--- src/rtl/muldiv_pkg.sv ---
// Shared encodings and latency helper for the sequential multiply/divide unit.
package muldiv_pkg;

    typedef enum logic [1:0] {
        OP_MULT  = 2'b00,
        OP_MULTU = 2'b01,
        OP_DIV   = 2'b10,
        OP_DIVU  = 2'b11
    } muldiv_op_e;

    typedef enum logic {
        ST_IDLE = 1'b0,
        ST_RUN  = 1'b1
    } muldiv_state_e;

    // Edges from the accepting edge to the result-writing edge.
    function automatic int MULDIV_LAT(input int width);
        return width + 2;
    endfunction

endpackage

--- src/rtl/muldiv_div_step.sv ---
// One restoring-divide iteration: shift the next dividend bit into the partial
// remainder, trial-subtract the divisor and keep the difference when it does not borrow.
module muldiv_div_step
    import muldiv_pkg::*;
#(
    parameter int WIDTH = 32
) (
    input  logic [WIDTH-1:0] rem_i,
    input  logic [WIDTH-1:0] quot_i,
    input  logic [WIDTH-1:0] div_i,
    output logic [WIDTH-1:0] rem_o,
    output logic [WIDTH-1:0] quot_o
);

    logic [WIDTH:0]   shifted;
    logic [WIDTH-1:0] diff;
    logic             no_borrow;

    // The incoming remainder is always below the divisor, so the difference fits WIDTH bits.
    assign shifted   = {rem_i, quot_i[WIDTH-1]};
    assign no_borrow = (shifted >= {1'b0, div_i});
    assign diff      = shifted[WIDTH-1:0] - div_i;

    assign rem_o  = no_borrow ? diff : shifted[WIDTH-1:0];
    assign quot_o = {quot_i[WIDTH-2:0], no_borrow};

endmodule

--- src/rtl/muldiv_seq.sv ---
// Sequential MULT/MULTU (radix-2 Booth) and DIV/DIVU (restoring) unit with a fixed latency.
// Divide datapath is compiled in only when MULDIV_DIV_EN is defined; otherwise divides report err.
module muldiv_seq
    import muldiv_pkg::*;
#(
    parameter int WIDTH = 32
) (
    input  logic             clk,
    input  logic             reset,
    input  logic             start,
    input  logic [1:0]       op,
    input  logic [WIDTH-1:0] in_A,
    input  logic [WIDTH-1:0] in_B,
    output logic             busy,
    output logic             done,
    output logic             err,
    output logic [WIDTH-1:0] HI,
    output logic [WIDTH-1:0] LO
);

    localparam int                LAT      = MULDIV_LAT(WIDTH);
    localparam int                CNT_W    = $clog2(LAT);
    localparam logic [CNT_W-1:0]  CNT_LAST = CNT_W'(LAT - 1);

    muldiv_state_e    state_q, state_d;
    logic [CNT_W-1:0] cnt_q, cnt_d;
    logic [WIDTH:0]   acc_q, acc_d;
    logic [WIDTH:0]   q_q, q_d;
    logic [WIDTH:0]   m_q, m_d;
    logic             qm1_q, qm1_d;
    logic             busy_q, busy_d;
    logic             done_q, done_d;
    logic             err_q, err_d;
    logic             err_pend_q, err_pend_d;
    logic [WIDTH-1:0] hi_q, hi_d;
    logic [WIDTH-1:0] lo_q, lo_d;

    logic [WIDTH:0]   booth_sum;
    logic [WIDTH-1:0] mult_hi;
    logic [WIDTH-1:0] mult_lo;

`ifdef MULDIV_DIV_EN
    localparam logic [CNT_W-1:0] CNT_FIX = CNT_W'(WIDTH);

    logic             is_div_q, is_div_d;
    logic             quo_neg_q, quo_neg_d;
    logic             rem_neg_q, rem_neg_d;
    logic             a_neg, b_neg;
    logic [WIDTH-1:0] abs_a, abs_b;
    logic [WIDTH-1:0] step_rem, step_quo;

    assign a_neg = ~op[0] & in_A[WIDTH-1];
    assign b_neg = ~op[0] & in_B[WIDTH-1];
    assign abs_a = a_neg ? -in_A : in_A;
    assign abs_b = b_neg ? -in_B : in_B;

    muldiv_div_step #(.WIDTH(WIDTH)) u_div_step (
        .rem_i  (acc_q[WIDTH-1:0]),
        .quot_i (q_q[WIDTH-1:0]),
        .div_i  (m_q[WIDTH-1:0]),
        .rem_o  (step_rem),
        .quot_o (step_quo)
    );
`endif

    // Low 2*WIDTH bits of the (2*WIDTH+2)-bit Booth product held in {acc, q}.
    assign mult_hi = {acc_q[WIDTH-2:0], q_q[WIDTH]};
    assign mult_lo = q_q[WIDTH-1:0];

    always_comb begin
        booth_sum = acc_q;
        case ({q_q[0], qm1_q})
            2'b10:   booth_sum = acc_q - m_q;
            2'b01:   booth_sum = acc_q + m_q;
            default: booth_sum = acc_q;
        endcase
    end

    always_comb begin
        // NOTE: every _d gets a default first so no path through this block infers a latch.
        state_d    = state_q;
        cnt_d      = cnt_q;
        acc_d      = acc_q;
        q_d        = q_q;
        m_d        = m_q;
        qm1_d      = qm1_q;
        busy_d     = busy_q;
        done_d     = 1'b0;
        err_d      = 1'b0;
        err_pend_d = 1'b0;
        hi_d       = hi_q;
        lo_d       = lo_q;
`ifdef MULDIV_DIV_EN
        is_div_d   = is_div_q;
        quo_neg_d  = quo_neg_q;
        rem_neg_d  = rem_neg_q;
`endif

        // A rejected divide reports one edge after acceptance without entering RUN.
        if (err_pend_q) begin
            done_d = 1'b1;
            err_d  = 1'b1;
        end

        case (state_q)
            ST_IDLE: begin
                if (start) begin
`ifdef MULDIV_DIV_EN
                    if (op[1] && (in_B == '0)) begin
                        err_pend_d = 1'b1;
                    end else if (op[1]) begin
                        state_d   = ST_RUN;
                        busy_d    = 1'b1;
                        cnt_d     = '0;
                        acc_d     = '0;
                        q_d       = {1'b0, abs_a};
                        m_d       = {1'b0, abs_b};
                        qm1_d     = 1'b0;
                        is_div_d  = 1'b1;
                        quo_neg_d = a_neg ^ b_neg;
                        rem_neg_d = a_neg;
                    end else begin
                        state_d  = ST_RUN;
                        busy_d   = 1'b1;
                        cnt_d    = '0;
                        acc_d    = '0;
                        q_d      = op[0] ? {1'b0, in_A} : {in_A[WIDTH-1], in_A};
                        m_d      = op[0] ? {1'b0, in_B} : {in_B[WIDTH-1], in_B};
                        qm1_d    = 1'b0;
                        is_div_d = 1'b0;
                    end
`else
                    if (op[1]) begin
                        err_pend_d = 1'b1;
                    end else begin
                        state_d = ST_RUN;
                        busy_d  = 1'b1;
                        cnt_d   = '0;
                        acc_d   = '0;
                        q_d     = op[0] ? {1'b0, in_A} : {in_A[WIDTH-1], in_A};
                        m_d     = op[0] ? {1'b0, in_B} : {in_B[WIDTH-1], in_B};
                        qm1_d   = 1'b0;
                    end
`endif
                end
            end

            ST_RUN: begin
                cnt_d = cnt_q + 1'b1;
                if (cnt_q == CNT_LAST) begin
                    state_d = ST_IDLE;
                    busy_d  = 1'b0;
                    done_d  = 1'b1;
                    err_d   = 1'b0;
                    cnt_d   = '0;
`ifdef MULDIV_DIV_EN
                    hi_d    = is_div_q ? acc_q[WIDTH-1:0] : mult_hi;
                    lo_d    = is_div_q ? q_q[WIDTH-1:0]   : mult_lo;
`else
                    hi_d    = mult_hi;
                    lo_d    = mult_lo;
`endif
`ifdef MULDIV_DIV_EN
                end else if (is_div_q) begin
                    if (cnt_q == CNT_FIX) begin
                        q_d   = {1'b0, (quo_neg_q ? -q_q[WIDTH-1:0]   : q_q[WIDTH-1:0])};
                        acc_d = {1'b0, (rem_neg_q ? -acc_q[WIDTH-1:0] : acc_q[WIDTH-1:0])};
                    end else begin
                        acc_d = {1'b0, step_rem};
                        q_d   = {1'b0, step_quo};
                    end
`endif
                end else begin
                    acc_d = {booth_sum[WIDTH], booth_sum[WIDTH:1]};
                    q_d   = {booth_sum[0], q_q[WIDTH:1]};
                    qm1_d = q_q[0];
                end
            end

            default: state_d = ST_IDLE;
        endcase
    end

    // NOTE: every flop, working registers included, is cleared by reset so an aborted run leaves nothing behind.
    always_ff @(posedge clk or negedge reset) begin
        if (!reset) begin
            state_q    <= ST_IDLE;
            cnt_q      <= '0;
            acc_q      <= '0;
            q_q        <= '0;
            m_q        <= '0;
            qm1_q      <= 1'b0;
            busy_q     <= 1'b0;
            done_q     <= 1'b0;
            err_q      <= 1'b0;
            err_pend_q <= 1'b0;
            hi_q       <= '0;
            lo_q       <= '0;
`ifdef MULDIV_DIV_EN
            is_div_q   <= 1'b0;
            quo_neg_q  <= 1'b0;
            rem_neg_q  <= 1'b0;
`endif
        end else begin
            // NOTE: non-blocking so every flop samples the pre-edge values computed above.
            state_q    <= state_d;
            cnt_q      <= cnt_d;
            acc_q      <= acc_d;
            q_q        <= q_d;
            m_q        <= m_d;
            qm1_q      <= qm1_d;
            busy_q     <= busy_d;
            done_q     <= done_d;
            err_q      <= err_d;
            err_pend_q <= err_pend_d;
            hi_q       <= hi_d;
            lo_q       <= lo_d;
`ifdef MULDIV_DIV_EN
            is_div_q   <= is_div_d;
            quo_neg_q  <= quo_neg_d;
            rem_neg_q  <= rem_neg_d;
`endif
        end
    end

    assign busy = busy_q;
    assign done = done_q;
    assign err  = err_q;
    assign HI   = hi_q;
    assign LO   = lo_q;

endmodule
--- config.mk ---
export PLATFORM = sky130hd
export DESIGN_NAME = muldiv_seq
export DESIGN_NICKNAME = d
export VERILOG_FILES = /design/src/rtl/muldiv_pkg.sv /design/src/rtl/muldiv_div_step.sv /design/src/rtl/muldiv_seq.sv
export SDC_FILE = /design/constraint.sdc
export NUM_CORES = 1
export LEC_CHECK = 0
export BUFFER_PORTS_ARGS = -buffer_cell sky130_fd_sc_hd__buf_2
export CAP_MARGIN = 20
export CORE_MARGIN = 4
export CORE_UTILIZATION = 55
export CTS_CLUSTER_SIZE = 30
export DETAILED_ROUTE_END_ITERATION = 16
export PLACE_DENSITY = 0.77
export SYNTH_ARGS = -nofsm -noshare
export SYNTH_HDL_FRONTEND = slang
export SYNTH_HIERARCHICAL = 1
export SYNTH_SLANG_ARGS = --single-unit
--- constraint.sdc ---
create_clock -name clk -period 7.54 [get_ports clk]
set_input_delay 0.377 -clock clk [delete_from_list [all_inputs] [get_ports clk]]
set_output_delay 0.377 -clock clk [all_outputs]
set_load 0.05 [all_outputs]
# Yosys cells after proc, flatten, opt, wreduce, memory -nomap -nowiden

Cells that the tools add are included.

Output and inout port bits: 67
Input port bits: 69
Logic and storage cells: 64
Register bits after elaboration: 175

Bitwise gates (word level): 2
Mux-type cells: 35
Eq/ne operators: 7
Add/subtract/negate cells: 3
Reductions and logical operators: 5

Operators by type and width:

| kind                                                  | number |
|---|---|
| two-way mux 33 bit                                    | 8 |
| case mux 33 bit (2 select lines)                      | 3 |
| adder 33 bit                                          | 1 |
| subtractor 33 bit                                     | 1 |
| two-way mux 6 bit                                     | 3 |
| two-way mux 1 bit                                     | 17 |
| case mux 6 bit (2 select lines)                       | 1 |
| AND reduction 3 bit                                   | 3 |
| adder 6 x 1 -> 6 bit, second input constant           | 1 |
| == test 6 bit, second input constant                  | 1 |
| inequality test 2 bit, second input constant          | 3 |
| case mux 1 bit (2 select lines)                       | 3 |
| AND reduction 2 bit                                   | 2 |
| == test 2 x 1 -> 1 bit, second input constant         | 1 |
| == test 2 bit, second input constant                  | 1 |
| inequality test 2 x 1 -> 1 bit, second input constant | 1 |
| NOT 1 bit                                             | 2 |

# Depth between registers and ports, before layout

Depth in word-level cells: 4
Depth in mapped cells: 18
Gate-level depth less buffers: 18

# Worst setup path after synthesis

OpenSTA, ideal clock, no wires.

Path type: register to register
Start point: register m_q[3]
End point: register acc_q[31]
Clock period less this slack: 3.706 ns
Required time: 7.412 ns
Stages on the path, launching flop included: 18
Path slack: 3.834 ns
Path buffers: 0
Data arrival time: 3.578 ns
Library setup time: 0.128 ns
Cells stage by stage: dfrtp_1 -> nor3_1 -> nand2_1 -> nor3_1 -> nand2b_1 -> nor4_2 -> a31oi_1 -> xor2_1 -> ha_1 -> and3_1 -> nand2_1 -> or4_1 -> o22ai_2 -> a21o_2 -> a31oi_2 -> nor2_1 -> mux2i_1 -> nand3_1

Longest elaborated chain between the ends: 4
Elaborated cells between the ends (all ways): 5
Classes of those cells: add/sub: 2; mux: 3

RTL lines:

| what                                              | line                               | RTL |
|---|---|---|
| start, declared                                   | muldiv_seq.sv:29                   | `logic [WIDTH:0] m_q, m_d;` |
| start signal, assigned                            | muldiv_seq.sv:210                  | `m_q <= m_d;` |
| adder 33 bit or subtractor 33 bit (tied branches) | muldiv_seq.sv:74, muldiv_seq.sv:73 |  |
| case mux 33 bit (2 select lines) *                | muldiv_seq.sv:72                   | `case ({q_q[0], qm1_q})` |
| two-way mux 33 bit *                              | muldiv_seq.sv:150                  | `if (cnt_q == CNT_LAST) begin` |
| case mux 33 bit (2 select lines) *                | muldiv_seq.sv:105                  | `case (state_q)` |
| end signal, assigned                              | muldiv_seq.sv:189                  | `acc_q <= '0;` |
| end signal, assigned                              | muldiv_seq.sv:208                  | `acc_q <= acc_d;` |
| end, declared                                     | muldiv_seq.sv:27                   | `logic [WIDTH:0] acc_q, acc_d;` |

Mark *: on every way between the ends. The rest lies on a longest branch, timed or not. The select of a mux whose other input is x is not followed.
A chain may end at the register's enable or synchronous reset.

# Final worst setup path

Ends and elaborated chain as after synthesis.

==> reports/qor.yml <==
gp_congestion: 0.898
skew_ps: 9.76
end_kind: "flip-flop"
cts_max_level: 4
grt_usage: 0.224
finalHoldViolations: 0
path_cells: "nor3_1 -> nand2_1 -> nor3_1 -> nand2b_1 -> nor4_2 -> a31oi_1 -> xor2_1 -> ha_1 -> and3_1 -> nand2_1 -> or4_1 -> o22ai_2 -> a21o_2 -> a31oi_2 -> nor2_1 -> mux2i_1 -> nand3_1"
antenna_found_initial: 2
row_count: 47
ys_seq_area_frac: 0.459
status: "finished, final reports clean"
worst_pin_slew_ps: 1090
worstReg2RegStart: "m_q[3]$_DFFE_PN0P_"
grt_pass1_vias: 7285
ys_ff_latch: 174
mostFrequentLayoutCell: "dfrtp_1"
crit_type: "reg2reg"
netlist_area_sq_um: 9490
synth_fa_ha_area_frac: 0.0496
synth_xor_area_frac: 0.0580
syn-num-nets: 1068
synth_edf_count: 0
grt_remaining_overflow: 0
port_buffers: 135
initial_core_util: 0.566
antennaDiodeCount: 0
clk_latency_ps: 430
maxSlewHeadroom: 0.272
first_pass_iters: 5
synth_top_family_by_area: "simple AND/OR/NAND/NOR gates"
worst_path_max_delay_cell: "nor4_2"
yosys.area_share.simple: 0.152
slew_violations: 0
fin_nets: 1182
start_kind: "flip-flop"
fin_crit_sh: 0.572
rsz0062_at_grt: "false"
post_cts_buffers: 0
ant_nets: 0
hpwl_mm: 14.7
die_x_microns: 139
die_area_sq_um: 19400
synthCells: 962
r2r-end: "acc_q[31]$_DFFE_PN0P_"
startpoint: "m_q[3]$_DFFE_PN0P_"
stdcell_area_sq_um: 10900
muxShareOfSynthArea: 0.114
synth_warnings: 6
cts_buffers: 17
slowest_delay_ps: 520
avgRoutedWirePerCell_microns: 16.1
drtIter0Drc: 449
vias: 7256
ys_types: 61
tns_ps: 0
die_h_microns: 139
post_cts_resized: 0
crit_arrival_ps: 4630
cap_violations: 0
core_sq_um: 16800
synth_compound_area_frac: 0.136
cts.clk_slew.worst_paths_ps: 70
min_path_type: "in2async"
ctsRootBufferMaster: "clkbuf_16"
worstPathMaxFanout: 7
synthFlopType: "dfrtp_1"
drt-total-wl_mm: 21.1
pin_count: 136
viasPerCell: 5.54
dpl_cell_area_sq_um: 10300
crit_required_ps: 7860
avgSynthCellArea_sq_um: 9.86
drc: 0
r2r_cells: 17
drive_gt1_frac: 0.247
fin_crit_ps: 4320
cts.path.max_buffers: 2
areaGrowthSynthToFinish_pct: 15.1
cts_tree: "done"
grt_pass1_wl_mm: 35.8
grt_max_degree: 109
r2r_slack_ps: 3220
hold_buffers: 0
finalSetupViolations: 0
cts_num_sinks: 174
final_cell_mix: "dfrtp_1 (173), nand2_1 (156), buf_2 (134)"
fmax_mhz: 232
async_reset_ff_frac: 1.00
==> per-stage QoR <==
stage               instances  setup WS (ps)   util  hold WS, ps
global route             1309           2790  0.651          129
floorplan                 962           3830      -         81.4
global placement         1277           3350  0.614          452
finish                   1309           3220  0.651         76.1
CTS                      1309           3200  0.651          117
detailed placement       1277           3230  0.614          464
==> routing by layer <==
metal,track usage,up-vias,wire length [microns],part of all wire
met5,0,-,21,0.0010
met4,0.0654,4,352,0.017
met3,0.0672,34,1450,0.069
met2,0.348,199,9540,0.45
met1,0.308,3430,9690,0.46
li1,-,3589,-,-
==> cells in the mapped netlist (3+ instances only) <==
library cell | number | area share
dfrtp_1 | 174 | 0.46
nand2_1 | 157 | 0.062
o21ai_0 | 72 | 0.038
a21oi_1 | 67 | 0.035
mux2_2 | 64 | 0.076
nor2_1 | 54 | 0.021
nand3_1 | 47 | 0.025
xor2_1 | 46 | 0.042
clkbuf_1 | 39 | 0.015
ha_1 | 36 | 0.047
mux2i_1 | 36 | 0.038
inv_1 | 18 | 0.0071
xnor2_1 | 15 | 0.014
a21o_1 | 14 | 0.011
nor3_1 | 12 | 0.0063
o211ai_1 | 11 | 0.0087
nand2b_1 | 10 | 0.0066
and3_1 | 7 | 0.0046
a31oi_1 | 6 | 0.0040
a211oi_1 | 5 | 0.0040
clkbuf_8 | 5 | 0.0073
nor3_2 | 4 | 0.0042
nor3b_1 | 4 | 0.0032
a21o_2 | 3 | 0.0028
a21oi_2 | 3 | 0.0028
and2_1 | 3 | 0.0020
buf_1 | 3 | 0.0012
nand3b_1 | 3 | 0.0024
nor4_1 | 3 | 0.0020
==> state kept, by name, indices dropped and copies added, names as in the netlist, 6 cells and up <==
name / count
cnt_q: 6
HI: 32
LO: 32
acc_q: 32
m_q: 33
q_q: 33
==> worst max-delay path by stage <==
stage                       endpoint  slack, ps  depth (start not counted)
6_report       acc_q[31]$_DFFE_PN0P_       3220                         17
2_1_floorplan  acc_q[31]$_DFFE_PN0P_       3830                         17
5_1_grt        acc_q[31]$_DFFE_PN0P_       2790                         17
4_1_cts        acc_q[31]$_DFFE_PN0P_       3200                         17
3_3_place_gp   acc_q[31]$_DFFE_PN0P_       3350                         17
3_5_place_dp   acc_q[31]$_DFFE_PN0P_       3230                         17
==> worst max-delay path, delay by kind of cell (launching register included) <==
family / cells / cell delay (ps)
xor+xnor: 1 / 200
mux: 1 / 200
flops: 1 / 410
compound gates: 4 / 670
fa+ha+maj: 1 / 420
simple gates: 10 / 2310
==> final cells by class <==
type	instances	area, sq um
fill	1379	5850
multi-input combinational	722	4850
sequential	174	4360
timing repair buffer	143	742
clock buffer	21	470
tap	220	275
clock inverter	11	151
inverter	18	67.6
==> cell families (layout without fill, tap and decap cells) <==
group / after synthesis / count (layout)
compound gates: 205 / 205
xor+xnor: 62 / 62
fa+ha+maj: 37 / 37
buf+inv: 66 / 193
flops: 174 / 174
mux: 100 / 100
simple gates: 318 / 318
Power is left out: the tool's default activity adds up to more than one toggle a clock period on the data nets, which glitch-free logic cannot reach.
